**config.mk**
```make
export PLATFORM = sky130hd
export DESIGN_NAME = serial_frame_receiver_flat
export DESIGN_NICKNAME = d
export VERILOG_FILES = /design/src/rtl/serial_pkg.sv /design/src/rtl/serial_frame_receiver_if.sv /design/src/rtl/serial_frame_receiver_sync.sv /design/src/rtl/serial_frame_receiver.sv /design/src/flat_wrapper.sv
export SDC_FILE = /design/constraint.sdc
export NUM_CORES = 1
export LEC_CHECK = 0
export CORE_MARGIN = 2
export CORE_UTILIZATION = 30
export DETAILED_ROUTE_END_ITERATION = 12
export GPL_TIMING_DRIVEN = 0
export PLACE_DENSITY = 0.58
export SLEW_MARGIN = 20
export SYNTH_ARGS = -nofsm -noshare
export SYNTH_HDL_FRONTEND = slang
export SYNTH_SLANG_ARGS = --single-unit
```
**constraint.sdc**
```tcl
create_clock -name clock -period 2 [get_ports clock]
set_clock_uncertainty 0.2 [all_clocks]
set_input_delay 0.3 -clock clock [delete_from_list [all_inputs] [get_ports clock]]
set_output_delay 0.3 -clock clock [all_outputs]
set_load 0.01 [all_outputs]
```
**src/rtl/serial_pkg.sv**
```systemverilog
// Shared types and constants for the asynchronous serial receive path.
package serial_pkg;

    // Receiver frame-tracking states, in the order a frame is walked.
    typedef enum logic [2:0] {
        IDLE,
        START,
        DATA,
        PARITY,
        STOP,
        WAIT_HIGH
    } rx_state_e;

    // Level of the line between frames (and of a good stop bit).
    localparam logic LINE_IDLE = 1'b1;

    // Parity sense: the xor of data and parity bit must equal this value.
    localparam logic PARITY_MODE_EVEN = 1'b0;
    localparam logic PARITY_MODE_ODD  = 1'b1;

endpackage

```
**src/rtl/serial_frame_receiver_if.sv**
```systemverilog
// Parallel valid/ready frame port between the receiver and its consumer.
interface serial_frame_receiver_if #(
    parameter int DATA_BITS = 8
);
    logic [DATA_BITS-1:0] out_data;
    logic                 out_valid;
    logic                 out_ready;
    logic                 parity_error;
    logic                 frame_error;
    logic                 overrun;

    // Receiver side: presents frames and status flags.
    modport master (
        output out_data,
        output out_valid,
        input  out_ready,
        output parity_error,
        output frame_error,
        output overrun
    );

    // Consumer side: observes frames and grants acceptance.
    modport slave (
        input  out_data,
        input  out_valid,
        output out_ready,
        input  parity_error,
        input  frame_error,
        input  overrun
    );
endinterface

```
**src/rtl/serial_frame_receiver_sync.sv**
```systemverilog
// Two-flop synchronizer for bringing an asynchronous level into the clock domain.
module sync_two_stage #(
    parameter logic RESET_VALUE = 1'b1
) (
    input  logic clock,
    input  logic reset,
    input  logic d_i,
    output logic q_o
);
    logic meta_q;
    logic sync_q;

    // Shift the raw input through two flops; reset to the line's idle level.
    always_ff @(posedge clock or posedge reset) begin
        // NOTE: every clocked assignment is non-blocking so all flops sample pre-edge values together.
        if (reset) begin
            meta_q <= RESET_VALUE;
            sync_q <= RESET_VALUE;
        end else begin
            meta_q <= d_i;
            sync_q <= meta_q;
        end
    end

    assign q_o = sync_q;
endmodule

```
**src/rtl/serial_frame_receiver.sv**
```systemverilog
// Serial frame receiver: start detect, mid-bit sampling, parity/stop check, one-deep output slot.
module serial_frame_receiver
    import serial_pkg::*;
#(
    parameter int DATA_BITS    = 8,
    parameter int CLKS_PER_BIT = 16,
    parameter int PARITY_EN    = 1,
    parameter int PARITY_ODD   = 0
) (
    input  logic                    clock,
    input  logic                    reset,
    input  logic                    rx_serial,
    output logic                    busy,
    serial_frame_receiver_if.master out_port
);
    localparam int TICK_W = $clog2(CLKS_PER_BIT);
    localparam int IDX_W  = $clog2(DATA_BITS + 1);

    localparam logic [TICK_W-1:0] TICK_HALF = TICK_W'(CLKS_PER_BIT / 2 - 1);
    localparam logic [TICK_W-1:0] TICK_LAST = TICK_W'(CLKS_PER_BIT - 1);
    localparam logic [IDX_W-1:0]  IDX_LAST  = IDX_W'(DATA_BITS - 1);
    localparam logic              PARITY_MODE = (PARITY_ODD != 0) ? PARITY_MODE_ODD : PARITY_MODE_EVEN;
    localparam rx_state_e         AFTER_DATA  = (PARITY_EN != 0) ? PARITY : STOP;

    logic rx_s;

    rx_state_e            state_q;
    logic [TICK_W-1:0]    tick_q;
    logic [IDX_W-1:0]     idx_q;
    logic [DATA_BITS-1:0] shift_q;
    logic                 parity_err_q;

    logic [DATA_BITS-1:0] out_data_q;
    logic                 out_valid_q;
    logic                 parity_error_q;
    logic                 frame_error_q;
    logic                 overrun_q;

    logic slot_free;
    logic tick_at_half;
    logic tick_at_last;

    sync_two_stage #(
        .RESET_VALUE (LINE_IDLE)
    ) u_rx_sync (
        .clock (clock),
        .reset (reset),
        .d_i   (rx_serial),
        .q_o   (rx_s)
    );

    // The slot can take a new frame when empty or when its frame leaves this same cycle.
    assign slot_free    = !out_valid_q || out_port.out_ready;
    assign tick_at_half = (tick_q == TICK_HALF);
    assign tick_at_last = (tick_q == TICK_LAST);

    // Frame FSM with bit timing, shift register and registered output slot.
    always_ff @(posedge clock or posedge reset) begin
        if (reset) begin
            state_q        <= IDLE;
            tick_q         <= '0;
            idx_q          <= '0;
            shift_q        <= '0;
            parity_err_q   <= 1'b0;
            out_data_q     <= '0;
            out_valid_q    <= 1'b0;
            parity_error_q <= 1'b0;
            frame_error_q  <= 1'b0;
            overrun_q      <= 1'b0;
        end else begin
            overrun_q <= 1'b0;
            if (out_valid_q && out_port.out_ready) begin
                out_valid_q <= 1'b0;
            end

            case (state_q)
                IDLE: begin
                    if (rx_s != LINE_IDLE) begin
                        state_q <= START;
                        tick_q  <= '0;
                    end
                end

                START: begin
                    if (tick_at_half) begin
                        tick_q  <= '0;
                        idx_q   <= '0;
                        // A line that is high again at mid start bit was only a glitch.
                        state_q <= (rx_s == LINE_IDLE) ? IDLE : DATA;
                    end else begin
                        tick_q <= tick_q + TICK_W'(1);
                    end
                end

                DATA: begin
                    if (tick_at_last) begin
                        tick_q  <= '0;
                        shift_q <= {rx_s, shift_q[DATA_BITS-1:1]};
                        idx_q   <= idx_q + IDX_W'(1);
                        if (idx_q == IDX_LAST) begin
                            state_q <= AFTER_DATA;
                        end
                    end else begin
                        tick_q <= tick_q + TICK_W'(1);
                    end
                end

                PARITY: begin
                    if (tick_at_last) begin
                        tick_q       <= '0;
                        parity_err_q <= ((^shift_q) ^ rx_s) != PARITY_MODE;
                        state_q      <= STOP;
                    end else begin
                        tick_q <= tick_q + TICK_W'(1);
                    end
                end

                STOP: begin
                    if (tick_at_last) begin
                        tick_q <= '0;
                        if (slot_free) begin
                            out_data_q     <= shift_q;
                            parity_error_q <= parity_err_q;
                            frame_error_q  <= (rx_s != LINE_IDLE);
                            out_valid_q    <= 1'b1;
                        end else begin
                            overrun_q <= 1'b1;
                        end
                        // A low stop bit must see the line recover before a new start counts.
                        state_q <= (rx_s == LINE_IDLE) ? IDLE : WAIT_HIGH;
                    end else begin
                        tick_q <= tick_q + TICK_W'(1);
                    end
                end

                WAIT_HIGH: begin
                    if (rx_s == LINE_IDLE) begin
                        state_q <= IDLE;
                    end
                end

                default: begin
                    state_q <= IDLE;
                end
            endcase
        end
    end

    assign busy                  = (state_q != IDLE);
    assign out_port.out_data     = out_data_q;
    assign out_port.out_valid    = out_valid_q;
    assign out_port.parity_error = parity_error_q;
    assign out_port.frame_error  = frame_error_q;
    assign out_port.overrun      = overrun_q;
endmodule

```
**src/flat_wrapper.sv**
```systemverilog
// flat-port wrapper written by rule: the top's interface ports become plain ports
module serial_frame_receiver_flat import serial_pkg::*;
#(
    parameter int DATA_BITS    = 8,
    parameter int CLKS_PER_BIT = 16,
    parameter int PARITY_EN    = 1,
    parameter int PARITY_ODD   = 0
)
  (clock, reset, rx_serial, busy, out_port_out_data, out_port_out_valid, out_port_out_ready, out_port_parity_error, out_port_frame_error, out_port_overrun);
  serial_frame_receiver_if #(.DATA_BITS(DATA_BITS)) out_port_i ();
  input  logic clock;
  input  logic reset;
  input  logic rx_serial;
  output logic busy;
  output wire logic [$bits(out_port_i.out_data)-1:0] out_port_out_data;
  output wire logic [$bits(out_port_i.out_valid)-1:0] out_port_out_valid;
  input wire logic [$bits(out_port_i.out_ready)-1:0] out_port_out_ready;
  output wire logic [$bits(out_port_i.parity_error)-1:0] out_port_parity_error;
  output wire logic [$bits(out_port_i.frame_error)-1:0] out_port_frame_error;
  output wire logic [$bits(out_port_i.overrun)-1:0] out_port_overrun;
  assign out_port_out_data = out_port_i.out_data;
  assign out_port_out_valid = out_port_i.out_valid;
  assign out_port_i.out_ready = out_port_out_ready;
  assign out_port_parity_error = out_port_i.parity_error;
  assign out_port_frame_error = out_port_i.frame_error;
  assign out_port_overrun = out_port_i.overrun;
  serial_frame_receiver #(.DATA_BITS(DATA_BITS), .CLKS_PER_BIT(CLKS_PER_BIT), .PARITY_EN(PARITY_EN), .PARITY_ODD(PARITY_ODD)) u_core (.clock(clock), .reset(reset), .rx_serial(rx_serial), .busy(busy), .out_port(out_port_i));
endmodule
```
==> flow_summary_export.csv <==
group,metric,value,unit
clock_network,clock_latency,290,ps
placement,place.gp.congestion,0.810,
routing,wl,3030,µm
yosys,synth.area.top_cells,"dfrtp_1, mux2_4, dfstp_2",
yosys,ys_seq_area_frac,0.498,
placement,place_inst,221,
grt,grt_pass1_wl,5380,µm
grt,grt_max_degree,35,
pwr,power.density,1140,mW/mm²
setup_path,path_max_fanout,4,
die,top_level_ports,17,
clock_network,root_buffer,"clkbuf_8",
finish,drive_above_1_share,0.308,
finish,regArea,855,µm²
yosys,synth_top_flop_cell,"dfrtp_1",
routing,wl_per_cell,13.1,µm
sta,max_slew.worst_pin.slew,708,ps
run_status,status,"finished clean",
yosys,avgSynthCellArea,12.9,µm²
die,core_region_area,0.00551,mm²
sta,fin_tns_setup,0,ps
placement,place_ws,99.2,ps
yosys,synth_common_cells,"dfrtp_1, mux2_4, nor2_1",
routing,drc,0,
yosys,synthesis.area,0.00171,mm²
grt,grt_remaining_overflow,0,
sta,slew_headroom,0.527,
placement,port_buffers,16,
clock_network,clk_pin_slew,70,ps
routing,dr.first_iter.drc_count,45,
yosys,yosys.area.top_type,"dfrtp_1",
die,die_w,79.6,µm
placement,hpwl,2170,µm
die,rows,27,
yosys,yosysMostFrequentCell,"dfrtp_1",
pwr,p_int,1570,µW
pwr,power_frac_comb,0.363,
yosys,synth_cells,133,
routing,ant_nets,0,
sta,setup_viol,0,
clock_network,cts_tree,"yes",
sta,drv_slew,0,
finish,multi_input_area,781,µm²
pwr,seq_power_share,0.415,
setup_path,path_class,"reg -> reg",
clock_network,cts_buffers,5,
pwr,pwr-share-clk,0.222,
sta,clock.fmax,520,MHz
grt,antenna_found_initial,0,
worst_hold_path,hold_path_class,"reg -> reg",
setup_path,cp.arrival,1890,ps
setup_path,cp-start-kind,"register",
clock_network,cts_hold_buffers,0,
die,chipHeight,79.6,µm
yosys,synth-seq-cells,34,
clock_network,clock_sinks,34,
clock_network,cts_buffer_depth,2,
yosys,synth_edf_count,0,
finish,antenna_cells,0,
yosys,synth_top_area_share,0.467,
run,cap_violations,0,
clock_network,cts.htree.levels,2,
yosys,async_flop_share,1.00,
grt,globalRouteTotalUtil,0.113,
pwr,p_switching,797,µW
finish,syn_to_final_growth,20.8,%
setup_path,required,1970,ps
setup_path,end_kind,"register",
grt,busiest_layer,"met2",
die,die_area,0.00633,mm²
pwr,p_leak,0.000970,µW
sta,period_needed,1920,ps
finish,final_net_count,164,
yosys,synth_cell_types,44,
pwr,p_total,2360,µW
grt,met2_usage,0.180,
grt,met3_usage,0.0452,
sta,rsz0062_at_grt,"false",
die,initial_core_util,0.311,
yosys,ys.warnings.count,0,
routing,num_vias,1076,
sta,fin_hold_ws,156,ps
sta,setup_ws,77.8,ps
yosys,synth_nets,139,
grt,met1_usage,0.135,
sta,fin_crit_sh,0.961,
finish,fill_cells,531,
sta,finalHoldViolations,0,
routing,first_pass_iters,4,
pwr,swShare,0.337,
routing,routed_via_density,4.66,
finish,final_cells,231,
pwr,vdd_drop_max,0.000524,V
grt,first_global_vias,1133,
==> routing by layer <==
metal  wire length (µm)  vias to the layer above
li1                   -                      516
met2               1520                       21
met5                  0                        -
met3                121                        6
met1               1340                      533
met4                 48                        0
==> area by class of cell <==
class	instances	area share
clock buffer	6	0.0399
clock inverter	2	0.00604
tap	72	0.0435
buffer	7	0.0314
inverter	4	0.00725
timing repair buffer	18	0.0822
sequential	34	0.413
multi-input combinational	88	0.377
==> worst max-delay path, cell delays in order, from the launching register on <==
cell	delay [ps]
dfrtp_1	400
buf_4	160
or3_4	370
a21oi_4	190
nand2b_4	170
mux2_1	320
==> cell usage in the layout, fill, tap and decap left out, types with 2 or more instances in the layout <==
master	synthesis	final
and3_1	2	2
buf_4	1	3
dfstp_2	2	2
buf_6	2	2
mux2_4	16	16
nor2b_1	2	2
a21oi_1	5	5
nand2b_1	2	2
clkbuf_8	0	6
dfrtp_1	32	31
inv_1	4	3
xnor2_1	5	5
xor2_1	3	3
nor3_1	2	2
buf_2	3	3
mux2_2	2	2
clkdlybuf4s50_1	0	15
ha_1	2	2
and3b_1	2	2
nand3_1	4	4
nand2_1	5	5
o21ai_1	4	4
nor2_1	7	7
nand4b_1	2	2
mux2i_1	3	3
==> power groups by stage <==
stage                     Combinational [µW]  Sequential [µW]  Clock (µW)
after floorplan                          694              963           0
after global placement                   784              998           0
after detailed placement                 811             1010           0
after CTS                                860              979         549
after global routing                     953             1010         589
final                                    858              980         525
==> final timing paths <==
| path | depth (start not counted) | endpoint | slack [ps] | startpoint |
|---|---|---|---|---|
| max reg2reg | 5 | u_core.state_q[0] | 80 | u_core.state_q[2] |
| min in group asynchronous | 2 | u_core.out_port.parity_error | 260 | reset |
| min | 0 | u_core.u_rx_sync.q_o | 160 | u_core.u_rx_sync.meta_q |
| max | 5 | u_core.state_q[0] | 80 | u_core.state_q[2] |
| max in group asynchronous | 2 | u_core.state_q[0] | 840 | reset |
| min reg2reg | 0 | u_core.u_rx_sync.q_o | 160 | u_core.u_rx_sync.meta_q |
==> per-stage QoR <==
step                utilization  cell area [µm²]
floorplan                     -             1710
finish                    0.376             2070
CTS                       0.377             2070
global route              0.376             2070
global placement          0.357             1960
detailed placement        0.357             1960
==> kinds of logic (layout without fill, tap and decap cells) <==
kind of cell	count (synthesis)	after routing	share of synthesized area
AND/OR/NAND/NOR	39	39	0.146
flip-flops	34	34	0.498
multiplexers	22	22	0.177
AO/OA/AOI/OAI	16	16	0.0635
buffers and inverters	11	37	0.0467
XOR/XNOR	9	9	0.0540
adder cells (fa/ha/maj)	2	2	0.0146
==> flip-flops by register name, summed over array words and instances, names as in the netlist <==
signal	flops
u_core.out_port.out_data	8
u_core.shift_q	8
u_core.idx_q	4
u_core.tick_q	4
u_core.state_q	3
u_core.out_port.frame_error	1
u_core.out_port.out_valid	1
u_core.out_port.overrun	1
u_core.out_port.parity_error	1
u_core.parity_err_q	1
u_core.u_rx_sync.meta_q	1
u_core.u_rx_sync.q_o	1
==> repair_timing <==
action	CTS	global route
cloned	0	0
buffers inserted	2	0
setup endpoints to repair	1	1
resized for setup	2	2
No activity file was read; power rests on OpenSTA's default activity.
